===== config.mk =====
export PLATFORM = sky130hd
export DESIGN_NAME = io_bus_arbiter_flat
export DESIGN_NICKNAME = d
export VERILOG_FILES = /design/src/rtl/io_bus_arbiter_pkg.sv /design/src/rtl/io_bus_arbiter_if.sv /design/src/rtl/io_bus_rr_arbiter.sv /design/src/rtl/io_bus_arbiter.sv /design/src/flat_wrapper.sv
export SDC_FILE = /design/constraint.sdc
export NUM_CORES = 1
export LEC_CHECK = 0
export ABC_AREA = 1
export CAP_MARGIN = 15
export CORE_ASPECT_RATIO = 0.7
export CORE_MARGIN = 4
export CORE_UTILIZATION = 38
export DETAILED_ROUTE_END_ITERATION = 6
export PLACE_DENSITY = 0.8
export SYNTH_ARGS = -nofsm -noshare
export SYNTH_HDL_FRONTEND = slang
export SYNTH_HIERARCHICAL = 1
export SYNTH_SLANG_ARGS = --single-unit

===== constraint.sdc =====
create_clock -name clk -period 1.7 [get_ports clk]
set_input_delay 0.17 -clock clk [delete_from_list [all_inputs] [get_ports clk]]
set_output_delay 0.17 -clock clk [all_outputs]
set_load 0.01 [all_outputs]

===== src/rtl/io_bus_arbiter_pkg.sv =====
// Shared types and helpers for the IO bus arbiter slice.
package io_bus_pkg;

    typedef enum logic [1:0] {
        IDLE   = 2'd0,
        ACCESS = 2'd1,
        DONE   = 2'd2
    } state_t;

    // Read value returned with an error completion.
    localparam logic [31:0] TIMEOUT_RDATA = 32'h0;

    function automatic int unsigned clog2(input int unsigned value);
        int unsigned result;
        result = 0;
        for (int unsigned v = 1; v < value; v = v << 1) begin
            result++;
        end
        return result;
    endfunction

endpackage


===== src/rtl/io_bus_arbiter_if.sv =====
// Master-side request/response and peripheral select/ack signals of the IO bus arbiter.
interface io_bus_arbiter_if #(
    parameter int unsigned NR_OF_MASTERS = 2,
    parameter int unsigned NR_OF_SLAVES  = 4,
    parameter int unsigned ADDR_W        = 16
);
    logic [NR_OF_MASTERS-1:0]        m_req;
    logic [NR_OF_MASTERS-1:0]        m_we;
    logic [NR_OF_MASTERS*ADDR_W-1:0] m_addr;
    logic [NR_OF_MASTERS*32-1:0]     m_wdata;
    logic [NR_OF_MASTERS-1:0]        m_done;
    logic                            m_err;
    logic [31:0]                     m_rdata;
    logic [NR_OF_SLAVES-1:0]         s_sel;
    logic                            s_we;
    logic [ADDR_W-1:0]               s_addr;
    logic [31:0]                     s_wdata;
    logic [31:0]                     s_rdata;
    logic [NR_OF_SLAVES-1:0]         s_ack;

    // The arbiter is the slave of the requesters; the environment is the master.
    modport slave (
        input  m_req, m_we, m_addr, m_wdata, s_rdata, s_ack,
        output m_done, m_err, m_rdata, s_sel, s_we, s_addr, s_wdata
    );

    modport master (
        output m_req, m_we, m_addr, m_wdata, s_rdata, s_ack,
        input  m_done, m_err, m_rdata, s_sel, s_we, s_addr, s_wdata
    );
endinterface


===== src/rtl/io_bus_rr_arbiter.sv =====
// Combinational round-robin pick: first requester above the last grant, wrapping around.
module io_bus_rr_arbiter
    import io_bus_pkg::*;
#(
    parameter int unsigned NR_OF_MASTERS = 2,
    parameter int unsigned PTR_W = (NR_OF_MASTERS > 1) ? clog2(NR_OF_MASTERS) : 1
) (
    input  logic [NR_OF_MASTERS-1:0] req,
    input  logic [PTR_W-1:0]         last,
    output logic [NR_OF_MASTERS-1:0] grant,
    output logic [PTR_W-1:0]         grant_idx,
    output logic                     any_req
);

    int unsigned cand;
    logic        found;

    always_comb begin
        grant     = '0;
        grant_idx = '0;
        any_req   = |req;
        found     = 1'b0;
        cand      = 0;
        for (int unsigned off = 1; off <= NR_OF_MASTERS; off++) begin
            cand = 32'(last) + off;
            if (cand >= NR_OF_MASTERS) begin
                cand = cand - NR_OF_MASTERS;
            end
            for (int unsigned i = 0; i < NR_OF_MASTERS; i++) begin
                if (!found && (i == cand) && req[i]) begin
                    found     = 1'b1;
                    grant[i]  = 1'b1;
                    grant_idx = PTR_W'(i);
                end
            end
        end
    end

endmodule


===== src/rtl/io_bus_arbiter.sv =====
// IO bus arbiter: round-robin master grant, region decode, ack wait and registered completion.
// Optional ACCESS timeout with error completion enabled by defining IO_BUS_ARB_TIMEOUT_EN.
module io_bus_arbiter
    import io_bus_pkg::*;
#(
    parameter int unsigned NR_OF_MASTERS  = 2,
    parameter int unsigned NR_OF_SLAVES   = 4,
    parameter int unsigned ADDR_W         = 16,
    parameter int unsigned TIMEOUT_CYCLES = 15
) (
    input logic             clk,
    input logic             rst_n,
    io_bus_arbiter_if.slave bus
);

    localparam int unsigned SEL_W = clog2(NR_OF_SLAVES);
    localparam int unsigned PTR_W = (NR_OF_MASTERS > 1) ? clog2(NR_OF_MASTERS) : 1;

    state_t                   state;
    logic [PTR_W-1:0]         rr_ptr;
    logic [PTR_W-1:0]         owner;
    logic [NR_OF_MASTERS-1:0] grant;
    logic [PTR_W-1:0]         grant_idx;
    logic                     any_req;
    logic                     pick_we;
    logic [ADDR_W-1:0]        pick_addr;
    logic [31:0]              pick_wdata;
    logic [SEL_W-1:0]         slave_idx;
    logic [NR_OF_SLAVES-1:0]  slave_onehot;
    logic                     ack_hit;

    io_bus_rr_arbiter #(
        .NR_OF_MASTERS(NR_OF_MASTERS),
        .PTR_W        (PTR_W)
    ) u_rr (
        .req      (bus.m_req),
        .last     (rr_ptr),
        .grant    (grant),
        .grant_idx(grant_idx),
        .any_req  (any_req)
    );

    always_comb begin
        pick_we    = 1'b0;
        pick_addr  = '0;
        pick_wdata = '0;
        for (int unsigned i = 0; i < NR_OF_MASTERS; i++) begin
            if (grant[i]) begin
                pick_we    = pick_we | bus.m_we[i];
                pick_addr  = pick_addr | bus.m_addr[i*ADDR_W +: ADDR_W];
                pick_wdata = pick_wdata | bus.m_wdata[i*32 +: 32];
            end
        end
    end

    assign slave_idx    = pick_addr[ADDR_W-1 -: SEL_W];
    assign slave_onehot = {{(NR_OF_SLAVES-1){1'b0}}, 1'b1} << slave_idx;
    assign ack_hit      = |(bus.s_ack & bus.s_sel);

`ifdef IO_BUS_ARB_TIMEOUT_EN
    logic [7:0] tcnt;
    logic       err_q;
    assign bus.m_err = err_q;
`else
    assign bus.m_err = 1'b0;
`endif

    always_ff @(posedge clk or negedge rst_n) begin
        if (!rst_n) begin
            state       <= IDLE;
            rr_ptr      <= PTR_W'(NR_OF_MASTERS - 1);
            owner       <= '0;
            bus.m_done  <= '0;
            bus.m_rdata <= '0;
            bus.s_sel   <= '0;
            bus.s_we    <= 1'b0;
            bus.s_addr  <= '0;
            bus.s_wdata <= '0;
`ifdef IO_BUS_ARB_TIMEOUT_EN
            tcnt        <= '0;
            err_q       <= 1'b0;
`endif
        end else begin
            case (state)
                IDLE: begin
                    if (any_req) begin
                        owner       <= grant_idx;
                        rr_ptr      <= grant_idx;
                        bus.s_sel   <= slave_onehot;
                        bus.s_we    <= pick_we;
                        bus.s_addr  <= pick_addr;
                        bus.s_wdata <= pick_wdata;
                        state       <= ACCESS;
                    end
                end
                ACCESS: begin
                    // Completion outputs are registered on the way into DONE so they are valid there.
                    if (ack_hit) begin
                        bus.m_rdata       <= bus.s_rdata;
                        bus.m_done[owner] <= 1'b1;
                        bus.s_sel         <= '0;
                        bus.s_we          <= 1'b0;
                        state             <= DONE;
`ifdef IO_BUS_ARB_TIMEOUT_EN
                        err_q             <= 1'b0;
                    end else begin
                        tcnt <= tcnt + 8'd1;
                        if (tcnt + 8'd1 == 8'(TIMEOUT_CYCLES)) begin
                            bus.m_rdata       <= TIMEOUT_RDATA;
                            err_q             <= 1'b1;
                            bus.m_done[owner] <= 1'b1;
                            bus.s_sel         <= '0;
                            bus.s_we          <= 1'b0;
                            state             <= DONE;
                        end
`endif
                    end
                end
                DONE: begin
                    bus.m_done <= '0;
`ifdef IO_BUS_ARB_TIMEOUT_EN
                    tcnt       <= '0;
`endif
                    state      <= IDLE;
                end
                default: state <= IDLE;
            endcase
        end
    end

endmodule


===== src/flat_wrapper.sv =====
// flat-port wrapper written by rule: the top's interface ports become plain ports
module io_bus_arbiter_flat import io_bus_pkg::*;
#(
    parameter int unsigned NR_OF_MASTERS  = 2,
    parameter int unsigned NR_OF_SLAVES   = 4,
    parameter int unsigned ADDR_W         = 16,
    parameter int unsigned TIMEOUT_CYCLES = 15
)
  (clk, rst_n, bus_m_req, bus_m_we, bus_m_addr, bus_m_wdata, bus_s_rdata, bus_s_ack, bus_m_done, bus_m_err, bus_m_rdata, bus_s_sel, bus_s_we, bus_s_addr, bus_s_wdata);
  io_bus_arbiter_if #(.NR_OF_MASTERS(NR_OF_MASTERS), .NR_OF_SLAVES(NR_OF_SLAVES), .ADDR_W(ADDR_W)) bus_i ();
  input logic clk;
  input logic rst_n;
  input wire logic [$bits(bus_i.m_req)-1:0] bus_m_req;
  input wire logic [$bits(bus_i.m_we)-1:0] bus_m_we;
  input wire logic [$bits(bus_i.m_addr)-1:0] bus_m_addr;
  input wire logic [$bits(bus_i.m_wdata)-1:0] bus_m_wdata;
  input wire logic [$bits(bus_i.s_rdata)-1:0] bus_s_rdata;
  input wire logic [$bits(bus_i.s_ack)-1:0] bus_s_ack;
  output wire logic [$bits(bus_i.m_done)-1:0] bus_m_done;
  output wire logic [$bits(bus_i.m_err)-1:0] bus_m_err;
  output wire logic [$bits(bus_i.m_rdata)-1:0] bus_m_rdata;
  output wire logic [$bits(bus_i.s_sel)-1:0] bus_s_sel;
  output wire logic [$bits(bus_i.s_we)-1:0] bus_s_we;
  output wire logic [$bits(bus_i.s_addr)-1:0] bus_s_addr;
  output wire logic [$bits(bus_i.s_wdata)-1:0] bus_s_wdata;
  assign bus_i.m_req = bus_m_req;
  assign bus_i.m_we = bus_m_we;
  assign bus_i.m_addr = bus_m_addr;
  assign bus_i.m_wdata = bus_m_wdata;
  assign bus_i.s_rdata = bus_s_rdata;
  assign bus_i.s_ack = bus_s_ack;
  assign bus_m_done = bus_i.m_done;
  assign bus_m_err = bus_i.m_err;
  assign bus_m_rdata = bus_i.m_rdata;
  assign bus_s_sel = bus_i.s_sel;
  assign bus_s_we = bus_i.s_we;
  assign bus_s_addr = bus_i.s_addr;
  assign bus_s_wdata = bus_i.s_wdata;
  io_bus_arbiter #(.NR_OF_MASTERS(NR_OF_MASTERS), .NR_OF_SLAVES(NR_OF_SLAVES), .ADDR_W(ADDR_W), .TIMEOUT_CYCLES(TIMEOUT_CYCLES)) u_core (.clk(clk), .rst_n(rst_n), .bus(bus_i));
endmodule

Word-level counts from Yosys, hierarchy flattened
Cells that the tools add are included.
- bits in registers: 91
- input bits: 138
- output and inout bits: 88
- word-level logic and storage cells: 81
- add/subtract/negate cells: 4
- magnitude comparators: 4
- equal/unequal tests: 6
- shift-type cells: 1
- mux-type cells: 29
- bitwise gates (word level): 5
- reduce and logical (&&, ||, !) cells: 23
- operators with widths (operator ; count):
    $mux 32 ; 4
    $eq 1x32->1 const A ; 2
    $logic_not 32->1 ; 2
    $mux 16 ; 2
    $or 32x32->32 ; 1
    $or 16x16->16 ; 1
    $mux 1 ; 13
    $logic_and 1x1->1 ; 8
    $mux 4 ; 2
    $pmux 2 s2 ; 2
    $pmux 4 s2 ; 1
    $reduce_and 2->1 ; 4
    $mux 2 ; 3
    $and 4x4->4 ; 1
    $ne 2x1->1 const B ; 2
    $reduce_bool 2->1 ; 2
    $reduce_or 4->1 ; 1
    $shl 1x2->4 const A ; 1
    $sub 3x2->4 const B ; 1
    $add 1x2->3 const B ; 1
    $ge 3x2->1 const B ; 1
    $logic_not 1->1 ; 3
    $reduce_and 3->1 ; 1
    $sub 2x2->3 const B ; 1
    12 further kinds ; 12

Logic depth before layout (Yosys ltp)
- depth after elaboration: 22
- mapped depth: 9
- depth with buffers taken out: 8

By module
The synthesis kept the hierarchy.
- modules (own cells, without submodules) (module ; instances ; cells an instance ; area an instance (µm²) ; sequential area each (µm²)):
    io_bus_arbiter ; 1 ; 462 ; 3865.0 ; 2278.4
    io_bus_rr_arbiter ; 1 ; 7 ; 32.5 ; 0.0

Worst setup path after synthesis
OpenSTA, ideal clock, no wires.
- kind: register to register
- from: register u_core.rr_ptr
- to: register u_core.bus.s_addr[0]
- setup time: 0.082 ns
- arrival time: 1.452 ns
- data required time: 1.618 ns
- setup slack: 0.166 ns
- stages on the path, launching flop included: 7
- path buffers: 2
- clock period less this slack: 1.534 ns
- path through: dfstp_2 -> inv_1 -> a21oi_1 -> buf_2 -> clkbuf_1 -> nand2_1 -> a31oi_1
- elaborated cells on any way between the ends: 31
- those cells by class: add/sub (4); order compare (2); eq/ne (2); mux (10); bitwise (1); reduce/logical (12)
- RTL lines (what ; RTL line ; RTL):
    start, declared ; io_bus_arbiter.sv:20 ; logic [PTR_W-1:0] rr_ptr;
    start signal, assigned ; io_bus_arbiter.sv:71 ; rr_ptr <= PTR_W'(NR_OF_MASTERS - 1);
    start signal, assigned ; io_bus_arbiter.sv:88 ; rr_ptr <= grant_idx;
    $add 1x1->2 ; io_bus_rr_arbiter.sv:25 ; cand = 32'(last) + off;
    $sub 2x2->3 / $ge 2x2->1 (equally long branches) ; io_bus_rr_arbiter.sv:27, io_bus_rr_arbiter.sv:26 ;
    $mux 32 ; io_bus_rr_arbiter.sv:26 ; if (cand >= NR_OF_MASTERS) begin
    $logic_not 32->1 ; io_bus_rr_arbiter.sv:30 ; if (!found && (i == cand) && req[i]) begin
    $logic_and 1x1->1 ; io_bus_rr_arbiter.sv:30 ;
    $mux 1 ; io_bus_rr_arbiter.sv:30 ;
    $logic_not 1->1 ; io_bus_rr_arbiter.sv:30 ;
    $logic_and 1x1->1 (2 in series) ; io_bus_rr_arbiter.sv:30 ;
    $mux 1 ; io_bus_rr_arbiter.sv:30 ;
    $logic_not 1->1 ; io_bus_rr_arbiter.sv:30 ;
    $logic_and 1x1->1 (2 in series) ; io_bus_rr_arbiter.sv:30 ;
    $mux 1 * ; io_bus_rr_arbiter.sv:30 ;
    named net u_core.grant[0] ; io_bus_arbiter.sv:22 ; logic [NR_OF_MASTERS-1:0] grant;
    $mux 16 * ; io_bus_arbiter.sv:48 ; if (grant[i]) begin
    $or 16x16->16 ; io_bus_arbiter.sv:50 ; pick_addr = pick_addr | bus.m_addr[i*ADDR_W +: ADDR_W];
    $mux 16 * ; io_bus_arbiter.sv:48 ;
    end signal, assigned ; io_bus_arbiter.sv:91 ; bus.s_addr <= pick_addr;
    end, declared ; io_bus_arbiter_if.sv:24 ; output m_done, m_err, m_rdata, s_sel, s_we, s_addr, s_wdata
Mark *: on every way through the listed nets, which the timed path passes. The rest lies on a longest branch.
A chain may end at the register's enable or synchronous reset.

Worst setup path after layout
- from: register u_core.rr_ptr
- to: register u_core.bus.s_addr[10]
Same word-level chain as after synthesis.

==> results.json <==
{
  "antenna_cells": 0,
  "dieArea_um2": 12000,
  "vias": 3944,
  "cts_setup_buffers": 0,
  "wl_per_cell_um": 14.8,
  "drtIter0Drc": 127,
  "r2r_end": "u_core/bus.s_addr[10]",
  "worstPathArrival_ns": 1.78,
  "place.gp.congestion": 0.857,
  "cap_viol_max_count": 0,
  "clk_latency_ns": 0.33,
  "drc": 0,
  "worstPathMaxFanout": 46,
  "ys_seq_area_frac": 0.585,
  "status": "complete, no violations",
  "grt_pass1_wl_um": 19100,
  "cp_slowest_cell": "dfstp_2",
  "slew_viol_final": 0,
  "ys_ff_latch": 91,
  "synth_area_per_cell_um2": 8.31,
  "fin_ws_ns": 0.166,
  "period_share": 0.902,
  "fin_area_um2": 6690,
  "ctsHoldBuffers": 1,
  "nFillCells": 771,
  "utilization": 0.681,
  "crit_path_end_kind": "register",
  "setup-violations-final": 0,
  "hp-class": "in2async",
  "rsz0062_at_grt": "no",
  "finalNetCount": 828,
  "antenna_left": 0,
  "antenna_found_initial": 0,
  "netlist_area_um2": 3900,
  "r2r-start": "u_core/rr_ptr",
  "grt_util_all_layers": 0.200,
  "root_buffer": "clkbuf_16",
  "fin_tns_setup_ns": 0,
  "dp_hpwl_um": 9340,
  "final_cell_mix": "223 x clkdlybuf4s50_1, 218 x nand2_1, 90 x dfrtp_1, 52 x nor2_1, 47 x a31oi_1",
  "critPathMaxStageDelay_ns": 0.57,
  "yosys.cell_types.count": 18,
  "start_util": 0.396,
  "worstSetupPathType": "reg2reg",
  "chipWidth_um": 129,
  "cp-endpoint": "u_core/bus.s_addr[10]",
  "cts.htree.levels": 3,
  "clock_path_buffers": 2,
  "drtPass1Iterations": 4,
  "post_dp_cell_area_um2": 6380,
  "row_count": 30,
  "final.setup_skew_ns": 0.00562,
  "synth_cells": 469,
  "tritoncts": "yes",
  "ys_warn_count": 6,
  "grt_pass1_vias": 3989,
  "fmax_ghz": 0.652,
  "port-buffer-count": 224,
  "path_clk_slew_ns": 0.06,
  "cts_sinks": 91,
  "coreArea_um2": 9830,
  "vdd_ir_drop_max_uv": 803,
  "critPathRequiredTime_ns": 1.95,
  "power.leakage_uw": 0.00298,
  "drive_gt1_frac": 0.0505,
  "routed_via_density": 4.80,
  "startpoint": "u_core/rr_ptr",
  "pre_cts_ws_ns": 0.00327,
  "die_h_um": 92.7,
  "ioPinCount": 226,
  "finalHoldViolCount": 0,
  "seq_area_um2": 2280,
  "critPathLaunchType": "register",
  "area_growth_pct": 71.7,
  "grt_max_degree": 47,
  "grt_overflow_total": 0,
  "powerDensity_nw_per_um2": 1750,
  "cts_buffers": 9,
  "syn_nets": 607,
  "wl_um": 12100,
  "final_common_cell": "clkdlybuf4s50_1",
  "crit_path_cell_trace": "inv_1 > a21oi_4 > buf_12 > nand2_1 > a31oi_1",
  "reg2reg_slack_ns": 0.17,
  "hold_slack_ns": 0.296,
  "reg2reg_depth": 5,
  "post_cts_resize_count": 0,
  "min_period_ns": 1.53,
  "multiInputGateArea_um2": 1450
}
==> cells by family (layout without fill, tap and decap cells) <==
logic type,Yosys count,in the layout,synth area share
AOI/OAI and AO/OA,56,56,0.0889
buffers and inverters,40,264,0.0485
DFF,91,91,0.585
other,1,1,0.000962
and+or+nand+nor,281,281,0.277
==> layout make-up <==
class	count	share of cell area
well taps	128	0.0239
flip-flops and latches	91	0.340
clock buffers	9	0.0337
repair buffers	239	0.367
inverters	11	0.00617
multi-input cells	338	0.217
clock inverters	5	0.0120
==> layer usage <==
metal	global-route usage	up-vias	share of wire
met5	0	-	0
met4	0.0699	0	0.023
met3	0.0646	25	0.079
met2	0.334	179	0.48
met1	0.242	1813	0.42
li1	-	1927	-
==> state kept, by name, indices dropped and copies added, names as in the netlist <==
name                cells
u_core/owner            1
u_core/rr_ptr           1
u_core/state            2
u_core/bus.m_done       2
u_core/bus.s_sel        4
u_core/bus.s_addr      16
u_core/bus.m_rdata     32
u_core/bus.s_we         1
u_core/bus.s_wdata     32
==> through the flow <==
| stage | total power, µW | instances |
|---|---|---|
| 2_1_floorplan | 6480 | 469 |
| 3_3_place_gp | 9550 | 806 |
| 3_5_place_dp | 9730 | 806 |
| 4_1_cts | 11800 | 821 |
| 5_1_grt | 12600 | 821 |
| 6_report | 11700 | 821 |
==> worst min-delay path by stage <==
stage	startpoint	endpoint	slack [ns]	depth (start not counted)
2_1_floorplan	rst_n	u_core/bus.m_done[0]	-0.13	0
3_3_place_gp	rst_n	u_core/bus.s_addr[1]	0.11	1
3_5_place_dp	rst_n	u_core/bus.s_addr[1]	0.11	1
4_1_cts	rst_n	u_core/bus.s_addr[1]	0.30	2
5_1_grt	rst_n	u_core/bus.s_wdata[26]	0.32	2
6_report	rst_n	u_core/bus.s_addr[1]	0.30	2
==> Yosys cell counts <==
master,count,share of area
o21ai_2,1,0.0022
buf_2,16,0.021
buf_4,5,0.0096
dfstp_2,1,0.0067
clkbuf_1,5,0.0048
nor2_1,52,0.050
nand2_1,218,0.21
a31oi_1,47,0.075
conb_1,1,0.00096
inv_1,10,0.0096
buf_1,3,0.0029
o21ai_0,4,0.0051
a22o_1,1,0.0022
dfrtp_1,90,0.58
nand3_1,10,0.013
a21oi_1,3,0.0039
nor3_4,1,0.0042
inv_2,1,0.00096
==> power by group <==
| group | switching, µW | leakage [µW] | total, µW | internal [µW] |
|---|---|---|---|---|
| Clock | 782 | 0.000143 | 2050 | 1270 |
| Combinational | 2740 | 0.00175 | 5770 | 3030 |
| Sequential | 620 | 0.00108 | 3890 | 3270 |
| Total | 4140 | 0.00298 | 11700 | 7570 |
==> worst max-delay path: cells and delay by family, from the launching register on <==
kind / cells / cell delay, ns
flip-flops: 1 / 0.57
AO/OA/AOI/OAI: 2 / 0.43
buffers and inverters: 2 / 0.33
AND/OR/NAND/NOR: 1 / 0.08
(Power assumes the default switching activity.)
